$ cat src/rtl/text_pkg.sv
// Shared types and constants for the UART text buffer.
// UART_TEXT_SCROLL_EN adds the scroll states to the state enum.
package text_pkg;

  localparam int COLS_DEFAULT = 16;
  localparam int ROWS_DEFAULT = 4;

  localparam logic [7:0] CH_BS = 8'h08;
  localparam logic [7:0] CH_LF = 8'h0A;
  localparam logic [7:0] CH_FF = 8'h0C;
  localparam logic [7:0] CH_CR = 8'h0D;

  localparam logic [7:0] PRINT_MIN = 8'h20;
  localparam logic [7:0] PRINT_MAX = 8'h7E;

  typedef enum logic [2:0] {
    ST_CLEAR,
    ST_IDLE
`ifdef UART_TEXT_SCROLL_EN
    ,
    ST_SCR_RD,
    ST_SCR_WR,
    ST_SCR_BLANK
`endif
  } state_t;

endpackage

$ cat src/rtl/char_ram.sv
// Character cell memory: one synchronous write port, an async renderer read port
// and, when UART_TEXT_SCROLL_EN is defined, an async read port for the scroll engine.
module char_ram #(
  parameter int DEPTH  = 64,
  parameter int ADDR_W = 6
) (
  input  logic              clk,
  input  logic              we,
  input  logic [ADDR_W-1:0] waddr,
  input  logic [7:0]        wdata,
  input  logic [ADDR_W-1:0] rd_addr,
  output logic [7:0]        rd_data
`ifdef UART_TEXT_SCROLL_EN
  ,
  input  logic [ADDR_W-1:0] scr_addr,
  output logic [7:0]        scr_data
`endif
);

  logic [7:0] mem [DEPTH];

  always_ff @(posedge clk) begin
    if (we) begin
      mem[waddr] <= wdata;
    end
  end

  assign rd_data = mem[rd_addr];

`ifdef UART_TEXT_SCROLL_EN
  assign scr_data = mem[scr_addr];
`endif

endmodule

$ cat src/rtl/uart_text_buffer.sv
// Terminal-style character store fed by the UART receiver, read by the text renderer.
// Define UART_TEXT_SCROLL_EN to scroll up on a last-row newline instead of wrapping.
module uart_text_buffer
  import text_pkg::*;
#(
  parameter int         COLS       = COLS_DEFAULT,
  parameter int         ROWS       = ROWS_DEFAULT,
  parameter logic [7:0] BLANK_CHAR = 8'h20,
  localparam int        ADDR_W     = $clog2(COLS * ROWS)
) (
  input  logic              clk,
  input  logic              reset,
  input  logic [7:0]        rx_data,
  input  logic              rx_valid,
  output logic              rx_ready,
  input  logic [ADDR_W-1:0] charAddress,
  output logic [7:0]        charOutput,
  output logic [ADDR_W-1:0] cursor
);

  localparam int COL_W = $clog2(COLS);
  localparam int ROW_W = $clog2(ROWS);
  localparam logic [ADDR_W-1:0] LAST_CELL = ADDR_W'(COLS * ROWS - 1);
  localparam logic [COL_W-1:0]  LAST_COL  = COL_W'(COLS - 1);
  localparam logic [ROW_W-1:0]  LAST_ROW  = ROW_W'(ROWS - 1);

  state_t            state_q, state_d;
  logic [ADDR_W-1:0] clr_q, clr_d;
  logic [COL_W-1:0]  col_q, col_d;
  logic [ROW_W-1:0]  row_q, row_d;
  logic              rx_ready_q, rx_ready_d;

  logic              ram_we;
  logic [ADDR_W-1:0] ram_waddr;
  logic [7:0]        ram_wdata;
  logic              accept;
  logic              newline;

`ifdef UART_TEXT_SCROLL_EN
  localparam logic [ADDR_W-1:0] SCR_LAST = ADDR_W'(COLS * (ROWS - 1) - 1);

  logic [ADDR_W-1:0] idx_q, idx_d;
  logic [7:0]        hold_q, hold_d;
  logic [ADDR_W-1:0] scr_raddr;
  logic [7:0]        scr_rdata;

  // The cell one row below the current destination index is the copy source.
  assign scr_raddr = idx_q + ADDR_W'(COLS);
`endif

  assign accept   = rx_valid && rx_ready_q;
  assign rx_ready = rx_ready_q;
  assign cursor   = {row_q, col_q};

  always_comb begin
    state_d    = state_q;
    clr_d      = clr_q;
    col_d      = col_q;
    row_d      = row_q;
    rx_ready_d = rx_ready_q;
    ram_we     = 1'b0;
    ram_waddr  = clr_q;
    ram_wdata  = BLANK_CHAR;
    newline    = 1'b0;
`ifdef UART_TEXT_SCROLL_EN
    idx_d      = idx_q;
    hold_d     = hold_q;
`endif

    case (state_q)
      ST_CLEAR: begin
        ram_we    = 1'b1;
        ram_waddr = clr_q;
        if (clr_q == LAST_CELL) begin
          state_d    = ST_IDLE;
          rx_ready_d = 1'b1;
          clr_d      = '0;
        end else begin
          clr_d = clr_q + 1'b1;
        end
      end

      ST_IDLE: begin
        if (accept) begin
          if (rx_data >= PRINT_MIN && rx_data <= PRINT_MAX) begin
            ram_we    = 1'b1;
            ram_waddr = {row_q, col_q};
            ram_wdata = rx_data;
            if (col_q == LAST_COL) begin
              newline = 1'b1;
            end else begin
              col_d = col_q + 1'b1;
            end
          end else begin
            case (rx_data)
              CH_CR: col_d = '0;
              CH_LF: newline = 1'b1;
              CH_BS: begin
                if (col_q != '0) begin
                  col_d     = col_q - 1'b1;
                  ram_we    = 1'b1;
                  ram_waddr = {row_q, col_q - 1'b1};
                end
              end
              CH_FF: begin
                row_d      = '0;
                col_d      = '0;
                clr_d      = '0;
                state_d    = ST_CLEAR;
                rx_ready_d = 1'b0;
              end
              default: ;
            endcase
          end
        end
      end

`ifdef UART_TEXT_SCROLL_EN
      ST_SCR_RD: begin
        hold_d  = scr_rdata;
        state_d = ST_SCR_WR;
      end

      ST_SCR_WR: begin
        ram_we    = 1'b1;
        ram_waddr = idx_q;
        ram_wdata = hold_q;
        idx_d     = idx_q + 1'b1;
        state_d   = (idx_q == SCR_LAST) ? ST_SCR_BLANK : ST_SCR_RD;
      end

      // Index continues straight into the last row, blanking it cell by cell.
      ST_SCR_BLANK: begin
        ram_we    = 1'b1;
        ram_waddr = idx_q;
        if (idx_q == LAST_CELL) begin
          state_d    = ST_IDLE;
          rx_ready_d = 1'b1;
          row_d      = LAST_ROW;
          col_d      = '0;
          idx_d      = '0;
        end else begin
          idx_d = idx_q + 1'b1;
        end
      end
`endif

      default: begin
        state_d    = ST_CLEAR;
        clr_d      = '0;
        rx_ready_d = 1'b0;
      end
    endcase

    if (newline) begin
      col_d = '0;
      if (row_q != LAST_ROW) begin
        row_d = row_q + 1'b1;
      end else begin
`ifdef UART_TEXT_SCROLL_EN
        state_d    = ST_SCR_RD;
        idx_d      = '0;
        rx_ready_d = 1'b0;
`else
        row_d = '0;
`endif
      end
    end
  end

  always_ff @(posedge clk) begin
    if (reset) begin
      state_q    <= ST_CLEAR;
      clr_q      <= '0;
      col_q      <= '0;
      row_q      <= '0;
      rx_ready_q <= 1'b0;
`ifdef UART_TEXT_SCROLL_EN
      idx_q      <= '0;
      hold_q     <= '0;
`endif
    end else begin
      state_q    <= state_d;
      clr_q      <= clr_d;
      col_q      <= col_d;
      row_q      <= row_d;
      rx_ready_q <= rx_ready_d;
`ifdef UART_TEXT_SCROLL_EN
      idx_q      <= idx_d;
      hold_q     <= hold_d;
`endif
    end
  end

  char_ram #(
    .DEPTH (COLS * ROWS),
    .ADDR_W(ADDR_W)
  ) u_ram (
    .clk     (clk),
    .we      (ram_we),
    .waddr   (ram_waddr),
    .wdata   (ram_wdata),
    .rd_addr (charAddress),
    .rd_data (charOutput)
`ifdef UART_TEXT_SCROLL_EN
    ,
    .scr_addr(scr_raddr),
    .scr_data(scr_rdata)
`endif
  );

endmodule
$ cat config.mk
export PLATFORM = sky130hd
export DESIGN_NAME = uart_text_buffer
export DESIGN_NICKNAME = d
export VERILOG_FILES = /design/src/rtl/text_pkg.sv /design/src/rtl/char_ram.sv /design/src/rtl/uart_text_buffer.sv
export SDC_FILE = /design/constraint.sdc
export NUM_CORES = 1
export LEC_CHECK = 0
export ABC_CLOCK_PERIOD_IN_PS = 10100
export BUFFER_PORTS_ARGS = -buffer_cell sky130_fd_sc_hd__buf_2
export CAP_MARGIN = 10
export CORE_MARGIN = 4
export CORE_UTILIZATION = 60
export DETAILED_ROUTE_END_ITERATION = 6
export HOLD_SLACK_MARGIN = 0.1
export PLACE_DENSITY = 0.86
export SKIP_LAST_GASP = 1
export SLEW_MARGIN = 20
export SYNTH_ARGS = -nofsm -noshare
export SYNTH_HDL_FRONTEND = slang
export SYNTH_SLANG_ARGS = --single-unit
$ cat constraint.sdc
create_clock -name clk -period 10.1 [get_ports clk]
set_input_delay 0.505 -clock clk [delete_from_list [all_inputs] [get_ports clk]]
set_output_delay 0.505 -clock clk [all_outputs]
set_load 0.05 [all_outputs]
==> metrics.md, run 1 <==
| Metric | Value |
|---|---|
| Status | complete, but fails checks |
| Failing checks | design-rule violations |
| TritonCTS clock tree | built |
| FFs w/ async S/R, synth | 0 |
| Max cap viols | 0 |
| GP Congestion | 0.8734 |
| Fin crit share | 0.4313 |
| WP buf/inv | 3 |
| Vias | 11,680 |
| Crit path launch type | input pin |
| DR vias/cell | 6.803 |
| Hold-fix buffers at CTS | 0 |
| FILL cells | 2,003 |
| IO buf count | 31 |
| # IOs | 32 |
| Core area | 34,630 um2 |
| Clock slew at reported path FFs | 0.06 ns |
| Crit path top cell by count | buf_4 |
| Largest net degree at the start of global routing | 66 |
| Fin Clk Skew | 0.02315 ns |
| Crit end category | output pin |
| Setup CP Type | input pin to output pin |
| DP Wirelength | 29,940 um |
| Most common flop cell mapped by yosys | edfxtp_1 |
| Nets@finish | 1,247 |
| Routed wire per std cell | 29.26 um |
| Sum Neg Setup Slack | 0 ns |
| Most common cell after layout, fill and taps aside | edfxtp_1 |
| VDD IR-drop max | 0.1295 mV |
| Resize count post-CTS | 0 |
| Die Ht | 195.8 um |
| Fraction of layout cells with a size suffix above 1 | 0.2132 |
| Post-route ant nets | 0 |
| Global Route Usage Sum | 0.2643 |
| Worst Path Required | 9.60 ns |
| DRT iter0 DRCs | 1,706 |
| Yosys cell types | 62 |
| Flops & latches, synth | 525 |
| Die width | 195.8 um |
| EDFF count, synth | 512 |
| Tightest Pin Transition | 1.058 ns |
| P_leak | 8.267 nW |
| Mapped cell area | 21,160 um2 |
| Max-slew violations | 0 |
| Pwr dens | 186.5 nW/um2 |
| CTS Sinks | 525 |
| Dpl cell area | 22,010 um2 |
| Router iterations before antenna repair | 7 |
| Global-route wire length before repair | 75,930 um |
| Final Hold Fails | 0 |
| Final WL | 50,240 um |
| Register area share after synthesis | 0.7388 |
| Num CTS Buffers | 47 |
| Top Family by Delay on Critical Path | buffers and inverters |
| Crit-path cells | buf_4, buf_4, mux4_2, mux2i_1, nor2_1, o31ai_1, o21ai_0, buf_2 |
| Layout area overhead | 11.47% |
| Highest-count cells in the layout ignoring fill and taps | 512 x edfxtp_1, 118 x mux4_2, 98 x nor2_1 |
| Antenna diode count | 0 |
| Post CTS Setup Buffer Count | 0 |
| Clk root buf | clkbuf_16 |
| Hold Crit Class | input pin to flip-flop |
| CP max stage cell | buf_4 |
| Endpoints failing setup | 0 |
| Die ar. | 38,340 um2 |
| Slew margin rel. | 0.2920 |
| Data arrival, critical path | 3.85 ns |
| Power Total | 4.398 mW |
| Grt total ovfl | 0 |
| Antenna violations before repair | 2 |
| Mapped Cells | 1,133 |
| Final instance area | 23,590 um2 |
| Fmax | 229.5 MHz |
| Worst-skew pair later-pin latency | 0.57 ns |
| CTS H-tree lvls | 2 |
| Number of global-route vias before repair | 11,844 |
| Final Critical Period | 4.357 ns |
| Yosys warning count | 0 |
| # rows | 68 |
| CP Max Fanout | 65 |
| Synth Area per Inst | 18.68 um2 |
| CP max stage delay | 0.77 ns |
| DRC Markers | 1 |
| RSZ-0062 raised after global routing | false |
| Longest Clk Path Bufs | 3 |
| Initial core utilization | 0.6111 |
## logic make-up after synthesis
group | synth area share
other | 0.0001772
flip-flops | 0.7388
AND/OR/NAND/NOR | 0.06078
multiplexers | 0.1433
buffers and inverters | 0.01324
AO/OA/AOI/OAI | 0.04044
XOR/XNOR | 0.0008279
adder cells (fa/ha/maj) | 0.002365
## cells in the mapped netlist (3+ instances only)
library cell	n	area share
inv_1	5	0.00089
mux4_2	118	0.13
o41a_1	5	0.0027
a21o_1	3	0.0011
edfxtp_1	512	0.73
o31ai_1	6	0.0021
o21ai_0	22	0.0052
nand3_1	24	0.0057
nand3_2	3	0.0014
mux2_2	12	0.0064
buf_2	17	0.0040
nor2b_1	19	0.0056
nand2b_1	13	0.0038
o2111ai_1	6	0.0025
nand4_1	3	0.00089
nand2_1	32	0.0057
and3_1	8	0.0024
nor4_1	4	0.0012
nor4b_1	4	0.0017
o22ai_1	22	0.0065
buf_1	9	0.0016
a2111oi_0	5	0.0021
nor3_1	30	0.0071
nor2_1	98	0.017
ha_1	4	0.0024
mux2i_1	24	0.011
a21oi_1	17	0.0040
or2_2	5	0.0015
a211oi_1	14	0.0050
clkbuf_1	35	0.0062
dfxtp_1	13	0.012
## stage by stage
step | hold WS [ns] | setup WS (ns) | util | cells
2_1_floorplan | 0.5383 | 2.661 | - | 1196
3_3_place_gp | 0.5650 | 5.893 | 0.6350 | 1631
3_5_place_dp | 0.5732 | 5.803 | 0.6356 | 1632
4_1_cts | 0.2460 | 5.791 | 0.6807 | 1717
5_1_grt | 0.2644 | 5.562 | 0.6812 | 1717
6_report | 0.2429 | 5.743 | 0.6812 | 1717
## layout make-up
| type | count | area (um2) | area share |
|---|---|---|---|
| multi-input cells | 604 | 5534 | 0.2346 |
| repair buffers | 43 | 271.5 | 0.01151 |
| clock buffers | 62 | 1275 | 0.05405 |
| inverters | 5 | 18.77 | 0.0007956 |
| flip-flops and latches | 525 | 15640 | 0.6628 |
| clock inverters | 23 | 285.3 | 0.01209 |
| well taps | 455 | 569.3 | 0.02413 |
## flip-flops by register name, indices dropped and copies added (netlist names)
register / cells
u_ram.mem: 512
clr_q: 6
col_q: 4
row_q: 2
state_q: 1
## path summary, 6_finish.rpt
check	slack, ns	startpoint	cells after the start	endpoint
max reg2reg	5.96	col_q[0]$_SDFFE_PP0P_	8	u_ram.mem[20][7]$_DFFE_PP_
min reg2reg	0.59	clr_q[1]$_SDFFE_PP0P_	2	clr_q[1]$_SDFFE_PP0P_
max	5.74	charAddress[2]	8	charOutput[0]
min	0.24	reset	2	row_q[0]$_SDFFE_PP0P_
## layer usage
layer	wire [um]	up-vias	share of wire	global-route usage
met4	2039	4	0.041	0.09206
met5	34	-	0.00068	0
met3	5186	155	0.10	0.04929
met1	17600	5892	0.35	0.3624
met2	25380	868	0.51	0.4360
li1	-	4761	-	-
## power breakdown
part           internal, mW  switching [mW]  leakage (nW)
clock                  1.05           0.778         0.747
sequential             2.37         0.00461          5.52
combinational        0.0664           0.133          2.00
total                  3.48           0.915          8.27
Note: power is estimated with default switching activity, not from simulation.
==> run 2: changes to the inputs <==
--- a/config.mk
+++ b/config.mk
@@ -5,14 +5,14 @@
 export SDC_FILE = /design/constraint.sdc
 export NUM_CORES = 1
 export LEC_CHECK = 0
-export ABC_CLOCK_PERIOD_IN_PS = 10100
+export ABC_CLOCK_PERIOD_IN_PS = 3700
 export BUFFER_PORTS_ARGS = -buffer_cell sky130_fd_sc_hd__buf_2
 export CAP_MARGIN = 10
 export CORE_MARGIN = 4
-export CORE_UTILIZATION = 60
+export CORE_UTILIZATION = 56
 export DETAILED_ROUTE_END_ITERATION = 6
 export HOLD_SLACK_MARGIN = 0.1
-export PLACE_DENSITY = 0.86
+export PLACE_DENSITY = 0.85
 export SKIP_LAST_GASP = 1
 export SLEW_MARGIN = 20
 export SYNTH_ARGS = -nofsm -noshare
==> constraint.sdc (replaced) <==
create_clock -name clk -period 3.7 [get_ports clk]
set_input_delay 0.185 -clock clk [delete_from_list [all_inputs] [get_ports clk]]
set_output_delay 0.185 -clock clk [all_outputs]
set_load 0.05 [all_outputs]
==> run 2 against run 1 <==
Compared with the run above: the flow now finishes without violations; flip-flop and latch count unchanged; sequential share of layout area decreased by 2.2 points; worst setup slack got worse by 5.4 ns; routed wire length decreased by 2.8%; global-route usage decreased by 2.4 points; critical path depth increased by 1; clock-buffer cell count decreased by 3; critical path type is now flip-flop to flip-flop; critical endpoint is now u_ram.mem[22][2]$_DFFE_PP_; largest power group unchanged.
==> metrics.md, run 2 (synthesized netlist as in run 1, its figures left out) <==
| Metric | Value |
|---|---|
| Max reg flops | 512 |
| Fraction of layout cells with a size suffix above 1 | 0.2717 |
| Num CTS Buffers | 50 |
| Final instance area | 24,400 um2 |
| IO buf count | 31 |
| Vias | 11,729 |
| Grt total ovfl | 0 |
| Die ar. | 40,960 um2 |
| Max-slew violations | 0 |
| Core area | 36,960 um2 |
| Max cap viols | 0 |
| Antenna diode count | 0 |
| Crit path launch type | flip-flop |
| Highest-count cells in the layout ignoring fill and taps | 512 x edfxtp_1, 118 x mux4_2, 98 x nor2_1 |
| Data arrival, critical path | 3.50 ns |
| Clock slew at reported path FFs | 0.06 ns |
| Die Ht | 202.4 um |
| Hold Crit Class | input pin to flip-flop |
| Worst Path Required | 3.89 ns |
| DRC Markers | 0 |
| DRT iter0 DRCs | 1,448 |
| # rows | 70 |
| CP max stage cell | nor2_1 |
| Top Family by Delay on Critical Path | simple AND/OR/NAND/NOR gates |
| Global Route Usage Sum | 0.2399 |
| Final Critical Period | 3.311 ns |
| Endpoints failing setup | 0 |
| CP Max Fanout | 14 |
| Initial core utilization | 0.5725 |
| Die width | 202.4 um |
| Post CTS Setup Buffer Count | 0 |
| Status | finished, final reports clean |
| GP Congestion | 0.8433 |
| Nets@finish | 1,339 |
| DR vias/cell | 6.299 |
| Clk root buf | clkbuf_16 |
| FILL cells | 2,317 |
| Fin crit share | 0.8948 |
| CP max stage delay | 0.60 ns |
| Largest Register | u_ram.mem |
| Tightest Pin Transition | 0.9841 ns |
| Final Hold Fails | 0 |
| Routed wire per std cell | 26.22 um |
| VDD IR-drop max | 0.3513 mV |
| Most common cell after layout, fill and taps aside | edfxtp_1 |
| Final WL | 48,830 um |
| Pwr dens | 494.4 nW/um2 |
| Setup CP Type | flip-flop to flip-flop |
| Fin Clk Skew | 0.02056 ns |
| CTS Sinks | 525 |
| CTS H-tree lvls | 2 |
| Post-route ant nets | 0 |
| Layout Utilization | 0.6601 |
| Largest net degree at the start of global routing | 65 |
| P_leak | 8.791 nW |
| Slew margin rel. | 0.3439 |
| Layout area overhead | 15.28% |
| TritonCTS clock tree | built |
| DP Wirelength | 29,310 um |
| RSZ-0062 raised after global routing | false |
| Router iterations before antenna repair | 5 |
| Fmax | 302.1 MHz |
| Dpl cell area | 22,760 um2 |
| Number of global-route vias before repair | 11,988 |
| Largest regs | u_ram.mem (512), clr_q (6), col_q (4) |
| Crit end category | flip-flop |
| Global-route wire length before repair | 74,760 um |
| Antenna violations before repair | 0 |
| # IOs | 32 |
| Sum Neg Setup Slack | 0 ns |
| Worst-skew pair later-pin latency | 0.57 ns |
| Crit-path cells | inv_1, ha_1, nor3b_1, nor4_4, a21oi_2, a221oi_2, buf_4, nand3_2, nor2_1 |
| Longest Clk Path Bufs | 3 |
| WP buf/inv | 2 |
==> run 2: layout make-up <==
cell class	count	area [um2]	share of cell area
Inverter	5	18.77	0.0007693
Sequential cell	525	15640	0.6409
Timing Repair Buffer	132	982.2	0.04026
Multi-Input combinational cell	604	5517	0.2261
Clock buffer	59	1349	0.05529
Clock inverter	33	262.8	0.01077
Tap cell	504	630.6	0.02585
==> run 2: repair_timing <==
action                                 CTS  global route
resized for setup                        0             0
hold buffers                             2             0
endpoints found under the hold margin   13             0
setup endpoints to repair                0             0
==> run 2: worst paths after layout <==
kind                                              endpoint                  start  slack [ns]  depth (start not counted)
worst max register to register  u_ram.mem[22][2]$_DFFE_PP_  col_q[1]$_SDFFE_PP0P_        0.39                          9
worst max-delay path            u_ram.mem[22][2]$_DFFE_PP_  col_q[1]$_SDFFE_PP0P_        0.39                          9
worst min register to register       col_q[1]$_SDFFE_PP0P_  col_q[1]$_SDFFE_PP0P_        0.59                          2
worst min-delay path                 col_q[0]$_SDFFE_PP0P_             rx_data[3]        0.21                          5
==> run 2: metal layers <==
layer | global-route usage | vias to the layer above | share of wire
li1 | - | 4942 | -
met1 | 0.3289 | 5940 | 0.37
met2 | 0.3971 | 726 | 0.50
met3 | 0.03883 | 121 | 0.090
met4 | 0.08729 | 0 | 0.040
met5 | 0 | - | 0
==> run 2: power breakdown <==
group / internal (mW) / switching, mW / total (mW)
Clock: 2.83 / 2.19 / 5.01
Combinational: 0.210 / 0.359 / 0.569
Sequential: 6.47 / 0.0109 / 6.48
==> run 2: tightest hold or removal path: cells and delay by family <==
| kind | cells | cell delay, ns |
|---|---|---|
| buffers and inverters | 1 | 0.13 |
| multiplexers | 1 | 0.08 |
| AND/OR/NAND/NOR | 3 | 0.35 |
==> run 2: per-stage QoR <==
step                cells  setup WS, ns  hold WS, ns  power [mW]
global route         1862        0.2656       0.2612       12.41
finish               1862        0.3893       0.2100       12.06
global placement     1768        0.6292       0.4980       7.146
detailed placement   1768        0.5003       0.5046       7.159
floorplan            1196       0.06564       0.4119       6.975
CTS                  1862        0.4716       0.2007       12.09
